===== src/rtl/fsm_ctrl_pkg.sv =====
// Shared types and defaults for the serial sequence-detector stream controller.
package fsm_ctrl_pkg;

  localparam int DEF_WIDTH = 20;
  localparam int DEF_CNT_W = 5;
  localparam int DEF_LAT   = 1;

  localparam logic [2:0] ENC_IDLE  = 3'd0;
  localparam logic [2:0] ENC_CLR   = 3'd1;
  localparam logic [2:0] ENC_SHIFT = 3'd2;
  localparam logic [2:0] ENC_DRAIN = 3'd3;
  localparam logic [2:0] ENC_DONE  = 3'd4;

  typedef enum logic [2:0] {
    ST_IDLE  = ENC_IDLE,
    ST_CLR   = ENC_CLR,
    ST_SHIFT = ENC_SHIFT,
    ST_DRAIN = ENC_DRAIN,
    ST_DONE  = ENC_DONE
  } state_t;

endpackage


===== src/rtl/fsm_stream_ctrl_piso_shifter.sv =====
// Parallel-in serial-out shifter: loads a pattern, shifts left, MSB is the serial bit.
module piso_shifter
  import fsm_ctrl_pkg::*;
#(
  parameter int WIDTH = DEF_WIDTH
) (
  input  logic             clk,
  input  logic             rst,
  input  logic             load,
  input  logic             shift,
  input  logic [WIDTH-1:0] din,
  output logic             dout
);

  logic [WIDTH-1:0] sh_r;

  // Pattern register: load has priority over shift
  always_ff @(posedge clk) begin
    if (!rst) begin
      sh_r <= {WIDTH{1'b0}};
    end else if (load) begin
      sh_r <= din;
    end else if (shift) begin
      sh_r <= {sh_r[WIDTH-2:0], 1'b0};
    end else begin
      sh_r <= sh_r;
    end
  end

  assign dout = sh_r[WIDTH-1];

endmodule


===== src/rtl/fsm_stream_ctrl.sv =====
// Streams a latched pattern MSB-first into a bit-serial detector FSM and
// collects its per-bit output into a hit vector and hit count.
module fsm_stream_ctrl
  import fsm_ctrl_pkg::*;
#(
  parameter int WIDTH = DEF_WIDTH,
  parameter int CNT_W = DEF_CNT_W,
  parameter int LAT   = DEF_LAT
) (
  input  logic             clk,
  input  logic             rst,
  input  logic             pat_valid,
  input  logic [WIDTH-1:0] pat_data,
  output logic             pat_ready,
  input  logic             abort,
  output logic             fsm_rst,
  output logic             fsm_in,
  input  logic             fsm_out,
  output logic             busy,
  output logic             done,
  output logic [WIDTH-1:0] hit_vec,
  output logic [CNT_W-1:0] hit_cnt
);

  localparam int CW = $clog2(((WIDTH > LAT) ? WIDTH : LAT) + 1);

  state_t           state_r;
  logic [CW-1:0]    cnt_r;
  logic [LAT:0]     tag_r;
  logic [WIDTH-1:0] mask_r;
  logic             ser_s;
  logic             run_s;
  logic             load_s;
  logic             shift_s;
  logic             abort_s;

  // Handshake, shift enable and abort qualification
  always_comb begin
    run_s   = 1'b0;
    load_s  = 1'b0;
    shift_s = 1'b0;
    case (state_r)
      ST_CLR, ST_DRAIN: run_s = 1'b1;
      ST_SHIFT: begin
        run_s   = 1'b1;
        shift_s = !abort;
      end
      ST_IDLE: load_s = pat_valid;
      default: run_s = 1'b0;
    endcase
    if (run_s && abort) begin
      abort_s = 1'b1;
    end else begin
      abort_s = 1'b0;
    end
  end

  assign pat_ready = (state_r == ST_IDLE);

  piso_shifter #(.WIDTH(WIDTH)) u_piso (
    .clk   (clk),
    .rst   (rst),
    .load  (load_s),
    .shift (shift_s),
    .din   (pat_data),
    .dout  (ser_s)
  );

  // Run sequencing, serial drive and hit accumulation.
  // tag_r[0] marks a valid bit on fsm_in; tag_r[LAT] marks its fsm_out sample.
  always_ff @(posedge clk) begin
    if (!rst) begin
      state_r <= ST_IDLE;
      cnt_r   <= {CW{1'b0}};
      tag_r   <= {(LAT+1){1'b0}};
      mask_r  <= {WIDTH{1'b0}};
      fsm_rst <= 1'b1;
      fsm_in  <= 1'b0;
      busy    <= 1'b0;
      done    <= 1'b0;
      hit_vec <= {WIDTH{1'b0}};
      hit_cnt <= {CNT_W{1'b0}};
    end else begin
      tag_r <= abort_s ? {(LAT+1){1'b0}} : {tag_r[LAT-1:0], shift_s};
      if (tag_r[LAT]) begin
        hit_vec <= hit_vec | (mask_r & {WIDTH{fsm_out}});
        hit_cnt <= hit_cnt + {{(CNT_W-1){1'b0}}, fsm_out};
        mask_r  <= {1'b0, mask_r[WIDTH-1:1]};
      end
      if (abort_s) begin
        state_r <= ST_IDLE;
        fsm_rst <= 1'b1;
        fsm_in  <= 1'b0;
        busy    <= 1'b0;
        done    <= 1'b0;
      end else begin
        case (state_r)
          ST_IDLE: begin
            fsm_rst <= 1'b1;
            fsm_in  <= 1'b0;
            busy    <= 1'b0;
            done    <= 1'b0;
            if (load_s) begin
              state_r <= ST_CLR;
              busy    <= 1'b1;
              hit_vec <= {WIDTH{1'b0}};
              hit_cnt <= {CNT_W{1'b0}};
              mask_r  <= {1'b1, {(WIDTH-1){1'b0}}};
              cnt_r   <= {CW{1'b0}};
            end
          end
          ST_CLR: begin
            state_r <= ST_SHIFT;
            cnt_r   <= {CW{1'b0}};
          end
          ST_SHIFT: begin
            fsm_rst <= 1'b0;
            fsm_in  <= ser_s;
            if (cnt_r == CW'(WIDTH-1)) begin
              state_r <= ST_DRAIN;
              cnt_r   <= {CW{1'b0}};
            end else begin
              cnt_r <= cnt_r + CW'(1'b1);
            end
          end
          ST_DRAIN: begin
            fsm_in <= 1'b0;
            if (cnt_r == CW'(LAT-1)) begin
              state_r <= ST_DONE;
              cnt_r   <= {CW{1'b0}};
            end else begin
              cnt_r <= cnt_r + CW'(1'b1);
            end
          end
          ST_DONE: begin
            state_r <= ST_IDLE;
            done    <= 1'b1;
            busy    <= 1'b0;
            fsm_rst <= 1'b1;
            fsm_in  <= 1'b0;
          end
          default: begin
            state_r <= ST_IDLE;
            fsm_rst <= 1'b1;
            fsm_in  <= 1'b0;
            busy    <= 1'b0;
            done    <= 1'b0;
          end
        endcase
      end
    end
  end

endmodule

===== config.mk =====
export PLATFORM = sky130hd
export DESIGN_NAME = fsm_stream_ctrl
export DESIGN_NICKNAME = d
export VERILOG_FILES = /design/src/rtl/fsm_ctrl_pkg.sv /design/src/rtl/fsm_stream_ctrl_piso_shifter.sv /design/src/rtl/fsm_stream_ctrl.sv
export SDC_FILE = /design/constraint.sdc
export NUM_CORES = 1
export LEC_CHECK = 0
export ABC_CLOCK_PERIOD_IN_PS = 2000
export BUFFER_PORTS_ARGS = -buffer_cell sky130_fd_sc_hd__buf_2
export CAP_MARGIN = 30
export CORE_ASPECT_RATIO = 0.75
export CORE_MARGIN = 5
export CORE_UTILIZATION = 45
export DETAILED_ROUTE_END_ITERATION = 10
export GPL_TIMING_DRIVEN = 0
export MAX_ROUTING_LAYER = met4
export PLACE_DENSITY = 0.65
export SETUP_SLACK_MARGIN = 0.15
export SYNTH_ARGS = -nofsm -noshare
export SYNTH_HDL_FRONTEND = slang
export SYNTH_HIERARCHICAL = 1
export SYNTH_SLANG_ARGS = --single-unit

===== constraint.sdc =====
create_clock -name clk -period 2 [get_ports clk]
set_input_delay 0.1 -clock clk [delete_from_list [all_inputs] [get_ports clk]]
set_output_delay 0.1 -clock clk [all_outputs]
set_load 0.005 [all_outputs]

Yosys cells after proc, flatten, opt, wreduce, memory -nomap -nowiden
Cells that the tools add are included. W data, S select, Z words.

Register bits: 79. Input bits: 25. Output and inout port bits: 30. Logic and storage cells: 67.

Add/subtract/negate cells: 2. Equality and inequality tests: 8. Multiplexer cells: 31. Bitwise gates (word level): 4. Reductions and logical operators: 11.

Operators with widths (count): $mux W20 (10); $mux W5 (7); $and A20 B20 Y20 (1); $or A20 B20 Y20 (1); $pmux W5 S4 (1); $pmux W3 S4 (1); $mux W3 (3); $pmux W1 S2 (4); $eq A3 B2 Y1 const B (2); $reduce_and A3 Y1 (2); $add A5 B1 Y5 (1); $add A5 B1 Y5 const B (1); $eq A5 B5 Y1 const B (1); $logic_not A5 Y1 (1); $mux W1 (5); $ne A2 B2 Y1 const B (2); $reduce_bool A4 Y1 (1); $reduce_or A2 Y1 (2); $eq A3 B1 Y1 const B (1); $eq A3 B3 Y1 const B (1); $logic_not A3 Y1 (1); $reduce_or A3 Y1 (1); $ne A2 B1 Y1 const B (1); $not A1 Y1 (2); 3 further kinds (3).

Logic depth before layout (Yosys ltp)
Depth in word-level cells: 7. Mapped depth: 8. Depth with buffers taken out: 6.

Cells and area by module
Netlist, hierarchy kept.

By module, submodules not included: fsm_stream_ctrl (times used 1, cells each 234, area each 2218.4 um2); piso_shifter (times used 1, cells each 88, area each 998.5 um2).

Least setup slack after synthesis
OpenSTA, ideal clock, no wires.

Path kind: reg-to-reg. Start: register state_r[1]. End: register u_piso.sh_r[17]. Library setup time: 0.116 ns. Arrival time: 1.731 ns. Path slack: 0.153 ns. Stages on the path, launching flop included: 7. Clock period less this slack: 1.847 ns. Cell sequence: dfxtp_1 -> buf_6 -> or2b_1 -> nor3_1 -> buf_6 -> mux2_2 -> o211a_1.

Longest elaborated chain between the ends: 3. Elaborated cells between the ends (all ways): 6. Classes of those cells: eq/ne: 1; mux: 3; reduce/logical: 2.

RTL lines: from (decl) (RTL line fsm_stream_ctrl.sv:27) `state_t state_r;`; from (signal assigned) (RTL line fsm_stream_ctrl.sv:73) `state_r <= ST_IDLE;`; from (signal assigned) (RTL line fsm_stream_ctrl.sv:91) `state_r <= ST_IDLE;`; from (signal assigned) (RTL line fsm_stream_ctrl.sv:104) `state_r <= ST_CLR;`; $eq A3 B2 Y1 (RTL line fsm_stream_ctrl.sv:42) `case (state_r)`; $mux W1 (RTL line fsm_stream_ctrl.sv:42); named net shift_s (RTL line fsm_stream_ctrl.sv:34) `logic shift_s;`; $reduce_bool A2 Y1 (no line); to (signal assigned) (RTL line fsm_stream_ctrl_piso_shifter.sv:22) `sh_r <= din;`; to (signal assigned) (RTL line fsm_stream_ctrl_piso_shifter.sv:24) `sh_r <= {sh_r[WIDTH-2:0], 1'b0};`; to (signal assigned) (RTL line fsm_stream_ctrl_piso_shifter.sv:26) `sh_r <= sh_r;`; to (decl) (RTL line fsm_stream_ctrl_piso_shifter.sv:15) `logic [WIDTH-1:0] sh_r;`.

The timed path passes the listed nets, and every way through them passes these cells. A chain may end at the register's enable or synchronous reset.

Worst setup path after layout
Start: register state_r[1]. End: register u_piso.sh_r[14].

Same word-level chain as after synthesis.

==> out/summary.txt <==
DR top layer -> met4
Hold Path Depth -> 3
Hold/Removal Path Class -> in2reg
Worst-Skew Late Latency -> 0.34 ns
Final Cycle Share -> 90.85%
DRT Wirelength -> 6501 µm
Pleak -> 1.760 nW
Placement Setup Slack -> -0.07213 ns
Mapped Avg Cell Area -> 9.990 µm²
First-pass GRT wire length -> 10,810 µm
Switching Share -> 21.41%
Finished Core Util -> 57.60%
Tmin final -> 1.817 ns
Status -> complete, no violations
Post-synth top area share -> 49.16%
Total CTS buffers -> 9
DR vias/cell -> 4.980
Gr usage total -> 15.32%
Power Density -> 840.3 nW/µm²
Final-report hold violation count -> 0
RD Place Congestion -> 0.8812
Slew headroom -> 51.70%
Port buffer count -> 54
Post-Synthesis Cells -> 322
Fmax -> 550.3 MHz
CP max FO -> 10
Internal power -> 2.623 mW
Largest net degree at the start of global routing -> 14
I/O pin total -> 55
CP startpoint kind -> flip-flop
Area of the multi-input gates -> 1526 µm²
Clock Power Share -> 42.5%
Post-synth EDFFs -> 0
Core Rows -> 26
Final #Nets -> 424
Clk pin slew, worst setup/hold paths -> 0.08 ns
Peak VDD IR -> 0.3958 mV
Share of layout cells above drive strength 1 -> 29.50%
Final setup vio count -> 0
Residual DRC -> 0
Flop pwr share -> 49.1%
WL met2 -> 2705 µm
Comb pwr share -> 8.4%
CTS tree -> yes
Post-synth top cells -> dfxtp_1 (79), nor2_1 (49), a21oi_1 (24)
Sw Pwr -> 714.6 µW
Critical path class -> reg2reg
RSZ-0062 raised after global routing -> false
Antenna Cells -> 0
Die width -> 107.6 µm
Worst-Margin Slew -> 0.7169 ns
Post-synth ARST share -> 0%
1st-iter DRT viols -> 69
Area contributors post-synth -> dfxtp_1 (49%), mux2_2 (6.7%), mux2i_1 (6.5%)
Worst R2R Setup Slack -> 0.18 ns
Via Count -> 2,480
Initial DRT Pass Iterations -> 4
Final ANT Viol Nets -> 0
H-tree depth -> 3
Initial Util -> 46.64%
Synth cell types -> 40
Ys flop type -> dfxtp_1
Yosys warnings -> 6
Hold WS -> 0.06508 ns
Register Area -> 1583 µm²
FF-to-FF Start -> state_r[1]
Post-Syn Nets -> 351
Core area -> 6897 µm²
DR WL/cell -> 13.05 µm
Worst Path Required -> 2.24 ns
Max Cap Viol -> 0
Die area -> 8957 µm²
Die Y -> 83.22 µm
Flops & latches, synth -> 79
Most frequent cell after synthesis -> dfxtp_1
Initial antenna violation count -> 0
Clock Tree Root -> clkbuf_8
CTS Buffer Depth -> 2
Critical Path AT -> 2.05 ns
HPWL Detailed -> 4526 µm
Clock sinks -> 79
Final Max Slew Viols -> 0
Hold wc startpoint -> pat_data[5]
PnR worst setup slack -> 0.1829 ns
P&R area growth vs syn -> 23.49%
Cell accounting for the most synthesized area -> dfxtp_1
Vias in the first global route -> 2,264
Wire length on met3 -> 384 µm
Setup Skew -> 0.005865 ns
Register-to-Register Path Depth -> 7
Global route overflow -> 0
CP startpoint -> state_r[1]
Fillers -> 637
M1 wire length -> 3367 µm
Setup TNS -> 0 ns
Post-Syn Area -> 3217 µm²
CP Capture Type -> flip-flop
Register area share after synthesis -> 49.16%
-- cells in the final DEF (no fill, tap or decap), types with 2 or more instances in the layout --
cell type	count
ha_1	4
nand2_1	5
or3_1	2
clkbuf_4	2
buf_2	56
and2_1	4
buf_4	6
dfxtp_1	78
a31oi_1	2
nor2b_1	2
nand4_1	3
clkbuf_2	5
buf_6	6
nor3_2	2
or2b_1	5
mux2i_1	21
mux2_2	19
xor2_1	3
a21oi_1	24
bufinv_16	3
nand3b_1	3
inv_1	5
clkbuf_8	10
nor3b_1	3
o211a_1	19
nand2b_1	18
o21ai_0	2
nor4b_1	2
a21boi_1	3
clkbuf_1	9
nor2_1	49
o41ai_1	2
or4_1	2
nand3_1	3
-- registers in the layout, summed over array words and instances, names as in the netlist --
name and cells:
busy 1, cnt_r 5, done 1, fsm_in 1
fsm_rst 1, hit_cnt 5, hit_vec 20, mask_r 20
state_r 3, tag_r 2, u_piso/sh_r 20
-- cell families after synthesis --
| kind of cell | share of synthesized area [%] |
|---|---|
| mux | 13.19 |
| flops | 49.16 |
| simple gates | 17.77 |
| xor+xnor | 0.8170 |
| buf+inv | 4.162 |
| fa+ha+maj | 1.556 |
| compound gates | 13.34 |
-- worst max-delay path, stage by stage, from the launching register on --
cell and delay (ns):
dfxtp_2 0.34, buf_6 0.13, or2b_4 0.30, nor3_4 0.13
buf_6 0.16, buf_6 0.12, mux2_2 0.33, o211a_1 0.20
-- worst paths after layout --
kind	to
worst min-delay path	u_piso/sh_r[5]
worst max-delay path	u_piso/sh_r[14]
worst min register to register	tag_r[1]
worst max register to register	u_piso/sh_r[14]
-- final cells by class --
class                           count  area share, %
Inverter                            6         0.5669
Clock inverter                      5          2.614
Timing Repair Buffer               62          8.661
Sequential cell                    79          39.84
Tap cell                           98          3.087
Multi-Input combinational cell    215          38.43
Clock buffer                       11          3.559
Buffer                             22          3.244
-- stage by stage --
stage / power, mW / instances / cell area (µm²)
2_1_floorplan: 1.853 / 322 / 3217
3_3_place_gp: 1.930 / 474 / 3610
3_5_place_dp: 1.935 / 474 / 3610
4_1_cts: 3.372 / 492 / 3901
5_1_grt: 3.497 / 498 / 3973
6_report: 3.338 / 498 / 3973
-- power groups by stage --
stage	combinational, mW	clock, mW	sequential, mW
2_1_floorplan	0.183	0	1.67
3_3_place_gp	0.254	0	1.68
3_5_place_dp	0.258	0	1.68
4_1_cts	0.267	1.46	1.64
5_1_grt	0.310	1.54	1.65
6_report	0.279	1.42	1.64
-- metal layers --
metal  vias to the layer above  GRT usage (%)
met4                         0          3.784
met2                        64          20.71
li1                       1269              -
met1                      1143          21.25
met5                         -              -
met3                         4          6.124
-- repair_timing --
item | CTS | global route
hold buffers | 1 | 0
endpoints found under the setup margin | 46 | 29
setup buffers | 1 | 4
resized for setup | 10 | 16
pin swaps | 1 | 2
cloned | 0 | 2
endpoints found under the hold margin | 1 | 0
No activity file was read; power rests on OpenSTA's default activity.
